**src/rtl/dpi_pkg.sv**
```systemverilog
// Shared types and constants for the DPI stream sequencer: widths, matcher latencies,
// FSM state encoding and the flow-key to stream-id hash.
package dpi_pkg;

  localparam int KEY_W    = 32;
  localparam int SID_W    = 6;
  localparam int LOAD_GAP = 2;  // load_state -> first char_in_vld, must be >= 2
  localparam int EOP_GAP  = 2;  // last char_in_vld -> eop, must be >= 1

  typedef enum logic [2:0] {
    IDLE,
    LOOKUP,
    LOAD,
    GAP,
    STREAM,
    DRAIN,
    EOP
  } dpi_state_t;

  // Folds the 32-bit key into six 6-bit slices; the top slice only has two bits.
  function automatic logic [SID_W-1:0] dpi_sid_hash(input logic [KEY_W-1:0] key);
    return key[5:0] ^ key[11:6] ^ key[17:12] ^ key[23:18] ^ key[29:24] ^ {4'b0, key[31:30]};
  endfunction

endpackage

```
**src/rtl/dpi_stream_sequencer_if.sv**
```systemverilog
// Ingress byte stream: valid/ready handshake with packet delimiters and per-packet flow key.
interface dpi_stream_sequencer_if;
  import dpi_pkg::*;

  logic             valid;
  logic             ready;
  logic [7:0]       data;
  logic             sop;
  logic             eop;
  logic [KEY_W-1:0] key;

  modport master (output valid, data, sop, eop, key, input ready);
  modport slave  (input valid, data, sop, eop, key, output ready);

endinterface

```
**src/rtl/dpi_flow_table.sv**
```systemverilog
// Direct-mapped flow table: 2**SID_W tags plus valid bits, one-cycle registered read,
// synchronous write; valid bits cleared by reset, tag storage left uninitialised.
module dpi_flow_table
  import dpi_pkg::*;
(
  input  logic             clk,
  input  logic             rst_n,
  input  logic             rd_en,
  input  logic [SID_W-1:0] rd_addr,
  input  logic [KEY_W-1:0] cmp_key,
  input  logic             wr_en,
  input  logic [SID_W-1:0] wr_addr,
  input  logic [KEY_W-1:0] wr_tag,
  output logic             hit,
  output logic             occupied
);

  logic [KEY_W-1:0]      tag_mem [2**SID_W];
  logic [2**SID_W-1:0]   vld;
  logic [KEY_W-1:0]      rd_tag;
  logic                  rd_vld;

  always_ff @(posedge clk) begin
    if (wr_en) tag_mem[wr_addr] <= wr_tag;
  end

  always_ff @(posedge clk) begin
    if (!rst_n) begin
      vld    <= '0;
      rd_tag <= '0;
      rd_vld <= 1'b0;
    end else begin
      if (wr_en) vld[wr_addr] <= 1'b1;
      if (rd_en) begin
        rd_tag <= tag_mem[rd_addr];
        rd_vld <= vld[rd_addr];
      end
    end
  end

  assign occupied = rd_vld;
  assign hit      = rd_vld && (rd_tag == cmp_key);

endmodule

```
**src/rtl/dpi_stream_sequencer.sv**
```systemverilog
// Packet sequencer in front of the per-stream regex matcher bank.
// Optional STREAM_STATS_EN builds the packet and eviction counters; otherwise they read 0.
//
// state  | meaning
// IDLE   | wait for sop (peeked, not consumed); stray non-sop bytes are dropped
// LOOKUP | flow table read result available; write key into table
// LOAD   | load_state pulse, stream_id/enable/new_stream_id presented
// GAP    | matcher state restore; ingress opens on the last GAP cycle
// STREAM | forward accepted bytes to char_in
// DRAIN  | wait for matcher pipelines to flush
// EOP    | eop pulse
module dpi_stream_sequencer
  import dpi_pkg::*;
(
  input  logic                   clk,
  input  logic                   rst_n,
  dpi_stream_sequencer_if.slave  in_if,
  input  logic                   cfg_we,
  input  logic [SID_W-1:0]       cfg_addr,
  input  logic                   cfg_wdata,
  output logic [7:0]             char_in,
  output logic                   char_in_vld,
  output logic                   load_state,
  output logic                   new_stream_id,
  output logic [SID_W-1:0]       stream_id,
  output logic                   enable,
  output logic                   eop,
  output logic [31:0]            pkt_count,
  output logic [31:0]            coll_count
);

  localparam logic [3:0] GAP_INIT   = 4'(LOAD_GAP - 2);
  localparam logic [3:0] DRAIN_INIT = 4'(EOP_GAP - 1);

  dpi_state_t        state, state_nxt;
  logic [KEY_W-1:0]  key_q;
  logic [SID_W-1:0]  sid_q;
  logic [3:0]        tmr;
  logic              tmr_tc;
  logic [2**SID_W-1:0] en_map;
  logic              hit, occupied;
  logic              sop_peek, streaming, beat;

  dpi_flow_table u_table (
    .clk      (clk),
    .rst_n    (rst_n),
    .rd_en    (sop_peek),
    .rd_addr  (dpi_sid_hash(in_if.key)),
    .cmp_key  (key_q),
    .wr_en    (state == LOOKUP),
    .wr_addr  (sid_q),
    .wr_tag   (key_q),
    .hit      (hit),
    .occupied (occupied)
  );

  always_comb begin
    tmr_tc      = (tmr == 4'd0);
    sop_peek    = (state == IDLE) && in_if.valid && in_if.sop;
    // Ingress opens one cycle early so the first char lands exactly LOAD_GAP after load_state.
    streaming   = (state == STREAM) || ((state == GAP) && tmr_tc);
    in_if.ready = streaming || ((state == IDLE) && in_if.valid && !in_if.sop);
    beat        = streaming && in_if.valid;
    load_state  = (state == LOAD);
    eop         = (state == EOP);
    state_nxt   = state;
    case (state)
      IDLE:    if (sop_peek) state_nxt = LOOKUP;
      LOOKUP:  state_nxt = LOAD;
      LOAD:    state_nxt = GAP;
      GAP:     if (tmr_tc) state_nxt = (beat && in_if.eop) ? DRAIN : STREAM;
      STREAM:  if (beat && in_if.eop) state_nxt = DRAIN;
      DRAIN:   if (tmr_tc) state_nxt = EOP;
      EOP:     state_nxt = IDLE;
      default: state_nxt = IDLE;
    endcase
  end

  always_ff @(posedge clk) begin
    if (!rst_n) begin
      state         <= IDLE;
      key_q         <= '0;
      sid_q         <= '0;
      tmr           <= '0;
      en_map        <= '0;
      char_in       <= '0;
      char_in_vld   <= 1'b0;
      new_stream_id <= 1'b0;
      stream_id     <= '0;
      enable        <= 1'b0;
    end else begin
      state       <= state_nxt;
      char_in_vld <= beat;
      if (beat) char_in <= in_if.data;
      if (cfg_we) en_map[cfg_addr] <= cfg_wdata;
      if (sop_peek) begin
        key_q <= in_if.key;
        sid_q <= dpi_sid_hash(in_if.key);
      end
      // Enable is sampled before any cfg write issued alongside load_state can land.
      if (state == LOOKUP) begin
        new_stream_id <= !hit;
        stream_id     <= sid_q;
        enable        <= en_map[sid_q];
      end
      if (state == LOAD)          tmr <= GAP_INIT;
      else if (beat && in_if.eop) tmr <= DRAIN_INIT;
      else if (!tmr_tc)           tmr <= tmr - 4'd1;
    end
  end

`ifdef STREAM_STATS_EN
  always_ff @(posedge clk) begin
    if (!rst_n) begin
      pkt_count  <= '0;
      coll_count <= '0;
    end else begin
      if (state == EOP) pkt_count <= pkt_count + 32'd1;
      if ((state == LOOKUP) && occupied && !hit) coll_count <= coll_count + 32'd1;
    end
  end
`else
  logic stats_unused;
  assign stats_unused = occupied;
  assign pkt_count    = '0;
  assign coll_count   = '0;
`endif

endmodule
```
**src/flat_wrapper.sv**
```systemverilog
// flat-port wrapper written by rule: the top's interface ports become plain ports
module dpi_stream_sequencer_flat import dpi_pkg::*;
  (clk, rst_n, cfg_we, cfg_addr, cfg_wdata, char_in, char_in_vld, load_state, new_stream_id, stream_id, enable, eop, pkt_count, coll_count, in_if_valid, in_if_data, in_if_sop, in_if_eop, in_if_key, in_if_ready);
  dpi_stream_sequencer_if in_if_i ();
  input  logic clk;
  input  logic rst_n;
  input  logic cfg_we;
  input  logic [SID_W-1:0] cfg_addr;
  input  logic cfg_wdata;
  output logic [7:0] char_in;
  output logic char_in_vld;
  output logic load_state;
  output logic new_stream_id;
  output logic [SID_W-1:0] stream_id;
  output logic enable;
  output logic eop;
  output logic [31:0] pkt_count;
  output logic [31:0] coll_count;
  input wire logic [$bits(in_if_i.valid)-1:0] in_if_valid;
  input wire logic [$bits(in_if_i.data)-1:0] in_if_data;
  input wire logic [$bits(in_if_i.sop)-1:0] in_if_sop;
  input wire logic [$bits(in_if_i.eop)-1:0] in_if_eop;
  input wire logic [$bits(in_if_i.key)-1:0] in_if_key;
  output wire logic [$bits(in_if_i.ready)-1:0] in_if_ready;
  assign in_if_i.valid = in_if_valid;
  assign in_if_i.data = in_if_data;
  assign in_if_i.sop = in_if_sop;
  assign in_if_i.eop = in_if_eop;
  assign in_if_i.key = in_if_key;
  assign in_if_ready = in_if_i.ready;
  dpi_stream_sequencer u_core (.clk(clk), .rst_n(rst_n), .in_if(in_if_i), .cfg_we(cfg_we), .cfg_addr(cfg_addr), .cfg_wdata(cfg_wdata), .char_in(char_in), .char_in_vld(char_in_vld), .load_state(load_state), .new_stream_id(new_stream_id), .stream_id(stream_id), .enable(enable), .eop(eop), .pkt_count(pkt_count), .coll_count(coll_count));
endmodule
```
**config.mk**
```make
export PLATFORM = sky130hd
export DESIGN_NAME = dpi_stream_sequencer_flat
export DESIGN_NICKNAME = d
export VERILOG_FILES = /design/src/rtl/dpi_pkg.sv /design/src/rtl/dpi_stream_sequencer_if.sv /design/src/rtl/dpi_flow_table.sv /design/src/rtl/dpi_stream_sequencer.sv /design/src/flat_wrapper.sv
export SDC_FILE = /design/constraint.sdc
export NUM_CORES = 2
export LEC_CHECK = 0
export BUFFER_PORTS_ARGS = -buffer_cell sky130_fd_sc_hd__buf_2
export CORE_MARGIN = 5
export CORE_UTILIZATION = 37
export CTS_CLUSTER_DIAMETER = 80
export DETAILED_ROUTE_END_ITERATION = 7
export PLACE_DENSITY = 0.51
export SKIP_LAST_GASP = 1
export SYNTH_ARGS = -nofsm -noshare
export SYNTH_HDL_FRONTEND = slang
export SYNTH_SLANG_ARGS = --single-unit
```
**constraint.sdc**
```tcl
create_clock -name clk -period 5.25 [get_ports clk]
set_input_delay 0.2625 -clock clk [delete_from_list [all_inputs] [get_ports clk]]
set_output_delay 0.2625 -clock clk [all_outputs]
set_load 0.02 [all_outputs]
```
==> run_results.csv <==
group,metric,value,unit
routing,routed-wl-met3,24.2,mm
sta,whs,0.0709,ns
finish,drive_gt1_share,13.4,%
synthesis,netlist_top_cells_area,"edfxtp_1 68%, nand2_1 5.9%, dfxtp_1 4.9%",
synthesis,synthCells,6496,
clock_tree,cts_setup_buffers,0,
synthesis,synth-edff-count,2048,
synthesis,seq_area_frac_synth,73.1,%
critical_path,reg2reg_depth,8,
routing,met1Wirelength,129,mm
routing,drt_iter0_markers,7041,
routing,highest_layer,"met5",
sta,maxSlewHeadroom,2.10,%
sta,rsz0062_at_grt,"false",
floorplan,ios,137,
clock_tree,cts_root_buffer,"clkbuf_16",
routing,met2_length,136,mm
critical_path,slowest_stage,"nor3_1",
synthesis,yosys_warnings,0,
floorplan,die_area,254000,um2
grt,grt_first_pass_wirelength,420,mm
clock_tree,cts_buffers,225,
sta,maxSlewViolCount,0,
finish,nNetsFinal,6774,
placement,placedCellCount,9630,
sta,max_freq,235,MHz
synthesis,yosysTopAreaCellShare,68.2,%
grt,globalRoute.totalOverflow,0,
hold_path,hold_path_class,"in -> reg",
synthesis,syn_avg_cell_area,13.9,um2
critical_path,endpoint,"u_core.u_table.rd_tag[26]$_SDFFE_PN0P_",
finish,utilization,42.6,%
routing,drc_errors,0,
floorplan,die-height,504,um
placement,hpwl,174,mm
routing,final_antenna_net_count,0,
critical_path,crit_start,"in_if_key[6]",
sta,setup_viol,0,
critical_path,r2r_start,"u_core.state[2]$_SDFFE_PN0P_",
critical_path,r2r_end,"u_core.u_table.rd_tag[19]$_SDFFE_PN0P_",
sta,min_period,4.26,ns
synthesis,synth.distinct_cells,73,
critical_path,worstSetupEndpointType,"flop",
critical_path,worstPathMaxFanout,26,
placement,place.gp.congestion,0.833,
critical_path,worstPathRequired,6.05,ns
synthesis,netlist.top_cell.by_area,"edfxtp_1",
clock_tree,cts.clk_slew.worst_paths,0.06,ns
finish,final_cells,10100,
sta,fin_ws,0.987,ns
critical_path,crit_type,"in -> reg",
routing,drtPass1Iterations,6,
routing,via_per_inst,5.67,
routing,wire_per_inst,29.5,um
synthesis,syn_area,90200,um2
placement,port_buffers,72,
power,p_per_area,449,nW/um2
floorplan,rows,181,
run,cap_violations,0,
floorplan,core-area,243000,um2
routing,num_vias,57500,
grt,grtUsageTotal,22.8,%
sta,worst_pin_slew,1.46,ns
status,outcome,"complete, no violations",
hold_path,hold_path_depth,5,
floorplan,die_x,504,um
clock_tree,clk_path_buf_depth,3,
grt,antenna_found_initial,17,
synthesis,synth_seq_cells,2271,
critical_path,arrival,5.06,ns
critical_path,rrSetupSlack,1.12,ns
finish,syn_to_final_growth,14.7,%
clock_tree,htreeDepth,4,
grt,grt_max_degree,126,
power,leakage,35.2,nW
sta,hold_viol_final,0,
power,peakVddDrop,0.373,mV
clock_tree,cts.sinks,2271,
synthesis,yosys_most_used_dff,"edfxtp_1",
critical_path,cp-start-kind,"primary input",
clock_tree,clkLatencyLatePin,0.88,ns
grt,grt_pass1_vias,55000,
sta,finalClockSkew,0.0425,ns
critical_path,path_cells,"dlygate4sd3_1 -> buf_2 -> xnor2_2 -> xor3_4 -> buf_12 -> buf_12 -> buf_4 -> buf_4 -> mux2i_1 -> o221ai_1 -> a211oi_1 -> nor3_1 -> and4b_1",
floorplan,start_util,37.1,%
critical_path,slowest_delay,1.17,ns
routing,wirelength,299,mm
placement,preCtsSetupSlack,0.638,ns
finish,nFillCells,22000,
synthesis,async_reset_ff_share,0,%
clock_tree,cts_tree,"built",
sta,fin_crit_sh,81.2,%
sta,tns,0,ns
[synthesized netlist by cell type (all sizes together) (35+ instances only)]
library cell     n
a21oi          302
a311oi          72
a31oi           91
and3           131
buf            280
clkbuf         204
dfxtp          223
edfxtp        2048
mux2i          226
mux4           106
nand2         1423
nand3          486
nor2           236
nor3            85
o21ai          123
o221ai          82
o22ai           55
xnor2           35
[sequential cells by signal, summed over array words and instances (netlist names)]
| register | count |
|---|---|
| u_core.char_in | 8 |
| u_core.char_in_vld | 1 |
| u_core.en_map | 64 |
| u_core.enable | 1 |
| u_core.key_q | 32 |
| u_core.new_stream_id | 1 |
| u_core.sid_q | 6 |
| u_core.state | 3 |
| u_core.stream_id | 6 |
| u_core.tmr | 4 |
| u_core.u_table.occupied | 1 |
| u_core.u_table.rd_tag | 32 |
| u_core.u_table.tag_mem | 2048 |
| u_core.u_table.vld | 64 |
[per-stage QoR]
| step | power, mW | instance area (um2) |
|---|---|---|
| global route | 48.0 | 103000 |
| global placement | 30.6 | 95400 |
| finish | 46.4 | 103000 |
| detailed placement | 30.6 | 95400 |
| floorplan | 26.8 | 90500 |
| CTS | 46.6 | 103000 |
[cells in the final DEF (no fill, tap or decap), types with 81 or more instances in the layout]
cell,count
o221ai_1,81
dfxtp_1,191
edfxtp_1,2048
and3_1,130
a31oi_1,91
buf_4,238
nand2_1,1419
clkbuf_16,228
o21ai_0,120
a21oi_1,302
nand3_1,485
mux2i_1,226
nor2_1,171
mux4_2,106
[report_power, final]
group	total, mW	switching, mW	internal [mW]
sequential	20.6	0.287	20.3
combinational	9.76	6.84	2.92
clock	16.1	7.02	9.04
total	46.4	14.1	32.3
[worst max-delay path: cells and delay by family]
family          cells  cell delay [ns]
simple gates        2             1.54
buf+inv             6             1.64
xor+xnor            2             1.15
compound gates      2             0.30
mux                 1             0.09
[area by class of cell]
type | instances | area, um2 | share of cell area, %
flip-flops and latches | 2271 | 66000 | 63.8
multi-input cells | 3796 | 22400 | 21.7
clock buffers | 316 | 6290 | 6.08
well taps | 3202 | 4010 | 3.87
repair buffers | 417 | 3630 | 3.51
clock inverters | 111 | 1060 | 1.02
inverters | 8 | 35.0 | 0.0339
diodes | 13 | 32.5 | 0.0314
[worst min-delay path by stage]
stage / from / to / slack, ns
finish: cfg_addr[5] / u_core.en_map[47]$_SDFFE_PN0P_ / 0.07
detailed placement: u_core.key_q[25]$_SDFFE_PN0P_ / u_core.u_table.tag_mem[20][25]$_DFFE_PP_ / 0.44
floorplan: in_if_data[0] / u_core.char_in[0]$_SDFFE_PN0N_ / 0.40
global route: cfg_addr[5] / u_core.en_map[46]$_SDFFE_PN0P_ / 0.05
CTS: cfg_addr[5] / u_core.en_map[47]$_SDFFE_PN0P_ / 0.01
global placement: u_core.key_q[25]$_SDFFE_PN0P_ / u_core.u_table.tag_mem[20][25]$_DFFE_PP_ / 0.44
[metal layers]
| metal | vias to the layer above | track usage (%) |
|---|---|---|
| li1 | 24700 | - |
| met1 | 29800 | 32.7 |
| met2 | 2578 | 35.3 |
| met3 | 437 | 4.01 |
| met4 | 6 | 7.49 |
| met5 | - | 0 |
[logic make-up after synthesis]
group | Yosys count | share of synthesized area, %
DFF | 2271 | 73.1
xor gates and xnor gates | 59 | 0.740
buffers and inverters | 492 | 2.99
adders and majority gates | 2 | 0.0277
muxes | 338 | 5.23
other | 1 | 0.00416
and+or+nand+nor | 2481 | 11.9
AOI/OAI and AO/OA | 852 | 6.00
[repair_timing]
item / CTS / global route
gates resized for setup: 0 / 0
endpoints found under the hold margin: 69 / 0
hold buffers: 63 / 0
Power figures use the tool's default switching activity.
